File: src/rtl/adder_arbiter.sv
// rtl/adder_arbiter.sv - round-robin arbiter sharing one carry-lookahead adder between two requesters
module carry_lookahead_adder #(
    parameter int n = 64
) (
    input  logic [n-1:0] a,
    input  logic [n-1:0] b,
    input  logic         cin,
    output logic [n:0]   result
);
    localparam int NB = (n + 3) / 4;
    localparam int NP = NB * 4;

    logic [NP-1:0] ap;
    logic [NP-1:0] bp;
    logic [NP-1:0] p;
    logic [NP-1:0] g;
    logic [NP:0]   c;
    logic [NB:0]   bc;
    logic [NB-1:0] blk_g;
    logic [NB-1:0] blk_p;

    // 4-bit groups: group generate/propagate chain the group carries, bits ripple inside a group
    always_comb begin
        ap = '0;
        bp = '0;
        ap[n-1:0] = a;
        bp[n-1:0] = b;
        p = ap ^ bp;
        g = ap & bp;
        bc = '0;
        c = '0;
        blk_g = '0;
        blk_p = '0;
        bc[0] = cin;
        for (int j = 0; j < NB; j++) begin
            blk_g[j] = g[4*j+3] | (p[4*j+3] & g[4*j+2]) | (p[4*j+3] & p[4*j+2] & g[4*j+1])
                     | (p[4*j+3] & p[4*j+2] & p[4*j+1] & g[4*j]);
            blk_p[j] = p[4*j+3] & p[4*j+2] & p[4*j+1] & p[4*j];
            bc[j+1] = blk_g[j] | (blk_p[j] & bc[j]);
        end
        for (int j = 0; j < NB; j++) begin
            c[4*j] = bc[j];
            for (int k = 0; k < 3; k++) begin
                c[4*j+k+1] = g[4*j+k] | (p[4*j+k] & c[4*j+k]);
            end
        end
        c[NP] = bc[NB];
        result = {c[n], p[n-1:0] ^ c[n-1:0]};
    end
endmodule

module adder_arbiter #(
    parameter int n  = 64,
    parameter int CW = 16
) (
    input  logic          clk,
    input  logic          rst,
    input  logic          req0_valid,
    output logic          req0_ready,
    input  logic [n-1:0]  req0_a,
    input  logic [n-1:0]  req0_b,
    input  logic          req0_cin,
    input  logic          req1_valid,
    output logic          req1_ready,
    input  logic [n-1:0]  req1_a,
    input  logic [n-1:0]  req1_b,
    input  logic          req1_cin,
    output logic          rsp_valid,
    input  logic          rsp_ready,
    output logic [n-1:0]  rsp_sum,
    output logic          rsp_cout,
    output logic          rsp_id,
    output logic          busy,
    output logic [CW-1:0] gnt_cnt0,
    output logic [CW-1:0] gnt_cnt1
);
    typedef enum logic [1:0] {IDLE, EXEC, RESP} state_t;

    state_t        state_q, state_d;
    logic          exec_ph_q, exec_ph_d;
    logic          rr_ptr_q, rr_ptr_d;
    logic [n-1:0]  op_a_q, op_a_d;
    logic [n-1:0]  op_b_q, op_b_d;
    logic          op_cin_q, op_cin_d;
    logic          op_id_q, op_id_d;
    logic [n:0]    res_q, res_d;
    logic          rsp_valid_q, rsp_valid_d;
    logic [n-1:0]  rsp_sum_q, rsp_sum_d;
    logic          rsp_cout_q, rsp_cout_d;
    logic          rsp_id_q, rsp_id_d;
    logic [CW-1:0] gnt_cnt0_q, gnt_cnt0_d;
    logic [CW-1:0] gnt_cnt1_q, gnt_cnt1_d;

    logic          gnt0;
    logic          gnt1;
    logic          accept;
    logic [n:0]    add_result;

    carry_lookahead_adder #(.n(n)) u_cla (
        .a      (op_a_q),
        .b      (op_b_q),
        .cin    (op_cin_q),
        .result (add_result)
    );

    assign gnt0   = req0_valid && (!req1_valid || !rr_ptr_q);
    assign gnt1   = req1_valid && (!req0_valid || rr_ptr_q);
    assign accept = (state_q == IDLE) && (gnt0 || gnt1);

    always_ff @(posedge clk) begin
        if (rst) begin
            state_q <= IDLE;
        end else begin
            state_q <= state_d;
        end
    end

    // EXEC spans two cycles: capture the adder result, then publish it on the response port
    always_comb begin
        state_d = state_q;
        case (state_q)
            IDLE: if (accept) state_d = EXEC;
            EXEC: if (exec_ph_q) state_d = RESP;
            RESP: if (rsp_valid_q && rsp_ready) state_d = IDLE;
            default: state_d = IDLE;
        endcase
    end

    always_comb begin
        req0_ready = (state_q == IDLE) && gnt0;
        req1_ready = (state_q == IDLE) && gnt1;
        busy       = (state_q != IDLE);
    end

    always_comb begin
        exec_ph_d   = (state_q == EXEC) && !exec_ph_q;
        rr_ptr_d    = rr_ptr_q;
        op_a_d      = op_a_q;
        op_b_d      = op_b_q;
        op_cin_d    = op_cin_q;
        op_id_d     = op_id_q;
        res_d       = res_q;
        rsp_valid_d = rsp_valid_q;
        rsp_sum_d   = rsp_sum_q;
        rsp_cout_d  = rsp_cout_q;
        rsp_id_d    = rsp_id_q;
        gnt_cnt0_d  = gnt_cnt0_q;
        gnt_cnt1_d  = gnt_cnt1_q;
        case (state_q)
            IDLE: begin
                if (accept) begin
                    op_a_d   = gnt1 ? req1_a : req0_a;
                    op_b_d   = gnt1 ? req1_b : req0_b;
                    op_cin_d = gnt1 ? req1_cin : req0_cin;
                    op_id_d  = gnt1;
                    rr_ptr_d = ~gnt1;
                    if (gnt1 && gnt_cnt1_q != {CW{1'b1}}) gnt_cnt1_d = gnt_cnt1_q + CW'(1);
                    if (gnt0 && gnt_cnt0_q != {CW{1'b1}}) gnt_cnt0_d = gnt_cnt0_q + CW'(1);
                end
            end
            EXEC: begin
                if (!exec_ph_q) begin
                    res_d = add_result;
                end else begin
                    rsp_sum_d   = res_q[n-1:0];
                    rsp_cout_d  = res_q[n];
                    rsp_id_d    = op_id_q;
                    rsp_valid_d = 1'b1;
                end
            end
            RESP: if (rsp_ready) rsp_valid_d = 1'b0;
            default: ;
        endcase
    end

    always_ff @(posedge clk) begin
        if (rst) begin
            exec_ph_q   <= 1'b0;
            rr_ptr_q    <= 1'b0;
            op_a_q      <= '0;
            op_b_q      <= '0;
            op_cin_q    <= 1'b0;
            op_id_q     <= 1'b0;
            res_q       <= '0;
            rsp_valid_q <= 1'b0;
            rsp_sum_q   <= '0;
            rsp_cout_q  <= 1'b0;
            rsp_id_q    <= 1'b0;
            gnt_cnt0_q  <= '0;
            gnt_cnt1_q  <= '0;
        end else begin
            exec_ph_q   <= exec_ph_d;
            rr_ptr_q    <= rr_ptr_d;
            op_a_q      <= op_a_d;
            op_b_q      <= op_b_d;
            op_cin_q    <= op_cin_d;
            op_id_q     <= op_id_d;
            res_q       <= res_d;
            rsp_valid_q <= rsp_valid_d;
            rsp_sum_q   <= rsp_sum_d;
            rsp_cout_q  <= rsp_cout_d;
            rsp_id_q    <= rsp_id_d;
            gnt_cnt0_q  <= gnt_cnt0_d;
            gnt_cnt1_q  <= gnt_cnt1_d;
        end
    end

    assign rsp_valid = rsp_valid_q;
    assign rsp_sum   = rsp_sum_q;
    assign rsp_cout  = rsp_cout_q;
    assign rsp_id    = rsp_id_q;
    assign gnt_cnt0  = gnt_cnt0_q;
    assign gnt_cnt1  = gnt_cnt1_q;
endmodule

File: config.mk
export PLATFORM = sky130hd
export DESIGN_NAME = adder_arbiter
export DESIGN_NICKNAME = d
export VERILOG_FILES = /design/src/rtl/adder_arbiter.sv
export SDC_FILE = /design/constraint.sdc
export NUM_CORES = 1
export LEC_CHECK = 0
export BUFFER_PORTS_ARGS = -buffer_cell sky130_fd_sc_hd__buf_2
export CAP_MARGIN = 0
export CORE_MARGIN = 2
export CORE_UTILIZATION = 46
export CTS_BUF_LIST = sky130_fd_sc_hd__clkbuf_2 sky130_fd_sc_hd__clkbuf_4 sky130_fd_sc_hd__clkbuf_8
export DETAILED_ROUTE_END_ITERATION = 12
export PLACE_DENSITY = 0.71
export SETUP_SLACK_MARGIN = 0.5
export SYNTH_ARGS = -nofsm -noshare
export SYNTH_HDL_FRONTEND = slang
export SYNTH_SLANG_ARGS = --single-unit
export TNS_END_PERCENT = 50
File: constraint.sdc
create_clock -name clk -period 11.15 [get_ports clk]
set_input_delay 3.345 -clock clk [delete_from_list [all_inputs] [get_ports clk]]
set_output_delay 3.345 -clock clk [all_outputs]
set_load 0.02 [all_outputs]
After elaboration in Yosys (flattened, before gate mapping) --
Cells that the tools add are included.
Operators by class: equality and inequality tests 8, $add $sub $neg 2, mux-type cells 10, bitwise operators 277, reductions and logical operators 26
Operator list (count):
- bitwise AND 1 bit | 160
- two-way mux 64 bit | 2
- bitwise XOR 64 bit | 2
- OR 1 bit | 112
- bitwise AND 64 bit | 1
- adder 16 x 1 -> 16 bit, second input constant | 2
- != test 16 bit, second input constant | 2
- AND reduction 3 bit | 4
- logical AND 1 bit | 9
- != test 2 bit, second input constant | 4
- two-way mux 2 bit | 3
- case mux 2 bit (3 select lines) | 1
- AND reduction 2 bit | 3
- logical NOT 1 bit | 4
- nonzero test 2 bit | 2
- logical OR 1 bit | 3
- two-way mux 1 bit | 3
- == test 2 x 1 -> 1 bit, second input constant | 1
- == test 2 bit, second input constant | 1
- logical NOT 2 bit | 1
- inverter 1 bit | 2
- case mux 1 bit (2 select lines) | 1
Word-level totals: logic and storage cells 337, flip-flop bits (word level) 298, bits of input ports 263

Longest topological paths before layout --
word-level depth 41, depth in mapped cells 15, mapped depth without buffers 15

Cells and area by module --
From an unflattened synthesis, not the netlist that was laid out.
Unflattened totals: cells, all modules 1674, area, all modules 14144.8 um^2
By module, submodules not included:
- adder_arbiter | times used 1, cells each 1407, seq. area each 5965.7 um^2, area an instance 11449.7 um^2
- carry_lookahead_adder | times used 1, cells each 267, seq. area each 0.0 um^2, area an instance 2695.1 um^2

Least setup slack after synthesis --
OpenSTA, ideal clock, no wires.
kind input to output, start point in req0_valid, end point out req1_ready, required time 7.805 ns, arrival 4.030 ns, path slack 3.775 ns, stages on the path 4, cell sequence nand2b_1 nand3_1 inv_2 clkbuf_1
Between the ends: longest elaborated chain between the ends 4
RTL lines:
- from (decl) | line 58 | input logic req0_valid,
- logical NOT 1 bit | line 107 | assign gnt1 = req1_valid && (!req0_valid || rr_ptr_q);
- logical OR 1 bit | line 107
- logical AND 1 bit | line 107
- logical AND 1 bit | line 131 | req1_ready = (state_q == IDLE) && gnt1;
- to (decl) | line 64 | output logic req1_ready,
No other way between the ends.

Worst setup path after layout --
start point in req1_valid, end point out req0_ready
Between the ends: longest elaborated chain between the ends 4
RTL lines:
- from (decl) | line 63 | input logic req1_valid,
- logical NOT 1 bit | line 106 | assign gnt0 = req0_valid && (!req1_valid || !rr_ptr_q);
- logical OR 1 bit | line 106
- logical AND 1 bit | line 106
- logical AND 1 bit | line 130 | req0_ready = (state_q == IDLE) && gnt0;
- to (decl) | line 59 | output logic req0_ready,
No other way between the ends.

==> metrics.log <==
INFO  metric setup_ws = 3253 ps
INFO  metric num_antenna_cells = 0
INFO  metric grt_antenna_before_repair = 0
INFO  metric clock_tree.root_cell = sky130_fd_sc_hd__clkbuf_8
INFO  metric met1_usage = 0.2869
INFO  metric synth.top_cells.by_count = sky130_fd_sc_hd__nand2_1, sky130_fd_sc_hd__dfxtp_1, sky130_fd_sc_hd__a21oi_1
INFO  metric port_buffers = ~360
INFO  metric postSynthCellCount = between 1.5k and 2k
INFO  metric cts-root-to-sink-buffers = 3
INFO  metric grt_most_used_layer = met2
INFO  metric pin_count = 365
INFO  metric grt.overflow.total = 0
INFO  metric part_of_the_power_in_combinational_logic = 0.157
INFO  metric cell_count_after_placement = 2,229
INFO  metric synth-edff-count = 0
INFO  metric placeableCoreArea = 28,940 µm²
INFO  metric drt.antenna.violating_nets = 0
INFO  metric globalRouteTotalUtil = 0.2212
INFO  metric intPower = about 2 mW
INFO  metric clock_latency_reported_for_the_late_side_of_the_worst_skew_pair = 550 ps
INFO  metric worst_setup_hold_path_clk_slew = roughly 60 ps
INFO  metric worst_slew_margin_rel = 0.3479
INFO  metric postLayoutCoreUtil = 0.5802
INFO  metric peakVddDrop = 129.0 µV
INFO  metric synth.top_cell.area_share = 0.4382
INFO  metric ys_top_cells_by_area = sky130_fd_sc_hd__dfxtp_1, sky130_fd_sc_hd__nand2_1, sky130_fd_sc_hd__a21oi_1
INFO  metric final_net_count = 2,274
INFO  metric crit_arrival = 4550 ps
INFO  metric cts_tree = yes
INFO  metric timing.clock.skew = around 24 ps
INFO  metric first_global_vias = 11.45k
INFO  metric startpoint_of_the_tightest_hold_check_path = res_q[24]
INFO  metric postCtsSetupBuffers = 0
INFO  metric start_kind = input pin
INFO  metric r2r_start = op_a_q[25]
INFO  metric fmax = between 0.1 and 0.15 GHz
INFO  metric max-cap-violations = 0
INFO  metric num_vias = about 12k
INFO  metric gp_congestion = 0.8648
INFO  metric die_h = 176.0 µm
INFO  metric synth_area_leader_cell = sky130_fd_sc_hd__dfxtp_1
INFO  metric numCtsBuffers = 50
INFO  metric placement.cell_area = between 15,000 and 20,000 µm²
INFO  metric final_design_area_no_fill = roughly 17,000 µm²
INFO  metric totalNegativeSetupSlack = 0 ps
INFO  metric drive_gt1_frac = 0.2514
INFO  metric area_delta_synth_final = 23.32%
INFO  metric power.density = around 160 nW/µm²
INFO  metric ys.flop_type = sky130_fd_sc_hd__dfxtp_1
INFO  metric starting_drc_count_in_detailed_routing = around 750
INFO  metric required_time_at_the_endpoint_of_the_critical_path = between 7000 and 8000 ps
INFO  metric crit_start = req1_valid
INFO  metric vias_per_cell = 5.203
INFO  metric rsz0062_at_grt = no
INFO  metric die_area = between 30,000 and 40,000 µm²
INFO  metric layout_min_cycle_time = a little under 8000 ps
INFO  metric element_type_at_the_critical_path_end = output port
INFO  metric dp_worst_setup_slack = 3278 ps
INFO  metric met2_usage = 0.3791
INFO  metric yosys_warnings = 0
INFO  metric dp.final_hpwl = around 25,000 µm
INFO  metric sw_power = about 0.74 mW
INFO  metric ys_ff_latch = roughly 300
INFO  metric row_count = 62
INFO  metric cts.htree.levels = 2
INFO  metric post-synth-top-count-cell = sky130_fd_sc_hd__nand2_1
INFO  metric syn-num-nets = between 1.5k and 2k
INFO  metric synth.distinct_cells = approximately 50
INFO  metric grt_start_max_net_pins = around 130
INFO  metric drc_errors = 0
INFO  metric routed_wl = 34,840 µm
INFO  metric power.switching_fraction = 0.2740
INFO  metric fp.dieW = 176.0 µm
INFO  metric synth_seq_area_share = 0.4382
INFO  metric share_seq_of_total_power = 0.446
INFO  metric netlist_area = between 10,000 and 15,000 µm²
INFO  metric power.static_leakage = 7.356 nW
INFO  metric timing.critical_path.fanout_max = between 60 and 70
INFO  metric worst-setup-path-type = input pin to output port
INFO  metric post_layout_nonfiller_instances = about 2.3k
INFO  metric status = complete, no violations
INFO  metric synthArstFlopShare = 0
INFO  metric worst-slew-pin-transition = 978.1 ps
INFO  metric final.hold.worst_slack = between 400 and 500 ps
INFO  metric postCtsResizedCells = 0
INFO  metric met3_usage = 0.03424
INFO  metric initial_util = 0.4705
INFO  metric power.share.clock = 0.397
INFO  metric final_max_slew_viol_count = 0
INFO  metric post_cts_hold_buffer_count = 0
INFO  metric average_wire_per_standard_cell = roughly 15 µm
INFO  metric final.period_utilization = 0.7083
INFO  metric post_synth.cell_area_avg = 8.639 µm²
INFO  metric drt-pass1-iter-count = 5
INFO  metric cts_sink_cnt = ~300
INFO  metric report.final.setup_viol = 0
INFO  metric p_total = roughly 2.7 mW
INFO  metric report.final.hold_viol_count = 0
INFO  metric wire_length_of_the_first_global_routing_pass = 56,240 µm
INFO  metric hold_path_class = register to register
-- path summary, 6_finish.rpt --
kind / endpoint / slack [ps] / cells past startpoint
worst max-delay path: req0_ready / 3250 / 5
worst min-delay path: rsp_sum[24] / 440 / 2
worst min register to register: rsp_sum[24] / 440 / 2
worst max register to register: res_q[63] / 6670 / 15
-- worst max-delay path: stages --
cell                      delay, ps
sky130_fd_sc_hd__buf_2          110
sky130_fd_sc_hd__nand2_1         60
sky130_fd_sc_hd__nand3_1        190
sky130_fd_sc_hd__inv_4          540
sky130_fd_sc_hd__buf_2          280
-- placed cells by master, fill, tap and decap left out, types with 9 or more instances in the layout --
master                     count
sky130_fd_sc_hd__a22oi_1     130
sky130_fd_sc_hd__a21o_1       14
sky130_fd_sc_hd__inv_1        22
sky130_fd_sc_hd__nor2b_1       9
sky130_fd_sc_hd__ha_1         66
sky130_fd_sc_hd__dfxtp_1     298
sky130_fd_sc_hd__a21oi_1     271
sky130_fd_sc_hd__xnor2_1      21
sky130_fd_sc_hd__clkbuf_8     65
sky130_fd_sc_hd__nand3_1      12
sky130_fd_sc_hd__clkbuf_4     19
sky130_fd_sc_hd__a211oi_1     19
sky130_fd_sc_hd__nand2_1     383
sky130_fd_sc_hd__buf_4        10
sky130_fd_sc_hd__nand4_1      19
sky130_fd_sc_hd__buf_2       363
sky130_fd_sc_hd__fa_1         48
sky130_fd_sc_hd__xor2_1       22
sky130_fd_sc_hd__nor2_1       68
-- area by class of cell --
cell class / instances / area (µm²)
Timing Repair Buffer: 374 / 1907
Multi-Input combinational cell: 1149 / 7184
Fill cell: 2628 / 12150
Clock buffer: 84 / 1037
Inverter: 24 / 95.09
Clock inverter: 8 / 118.9
Tap cell: 384 / 480.5
Sequential cell: 298 / 5966
-- state kept, by name, summed over array words and instances (netlist names) --
signal / cells
res_q: 65
op_a_q: 64
op_b_q: 64
rsp_sum: 64
gnt_cnt0: 16
gnt_cnt1: 16
state_q: 2
exec_ph_q: 1
op_cin_q: 1
op_id_q: 1
rr_ptr_q: 1
rsp_cout: 1
rsp_id: 1
rsp_valid: 1
-- per-layer routing --
metal  up-vias  routed length [µm]
met5         -                   0
met4         0                 905
met3        62                1788
met2       316               16650
met1      5602               15500
li1       6097                   -
-- power by group through the flow --
| stage | Combinational (mW) | Sequential (mW) | Clock (mW) |
|---|---|---|---|
| 3_5_place_dp | 0.427 | 1.23 | 0 |
| 3_3_place_gp | 0.416 | 1.23 | 0 |
| 5_1_grt | 0.489 | 1.22 | 1.15 |
| 2_1_floorplan | 0.289 | 1.22 | 0 |
| 6_report | 0.425 | 1.21 | 1.08 |
| 4_1_cts | 0.430 | 1.21 | 1.10 |
-- logic make-up (layout without fill, tap and decap cells) --
group	Yosys count	in the layout	synth area share
AND/OR/NAND/NOR	527	527	0.1600
AO/OA/AOI/OAI	463	463	0.2059
flip-flops	298	298	0.4382
buffers and inverters	129	490	0.03557
adder cells (fa/ha/maj)	114	114	0.1312
XOR/XNOR	43	43	0.02766
multiplexers	2	2	0.001471
Note: power is estimated with default switching activity, not from simulation.
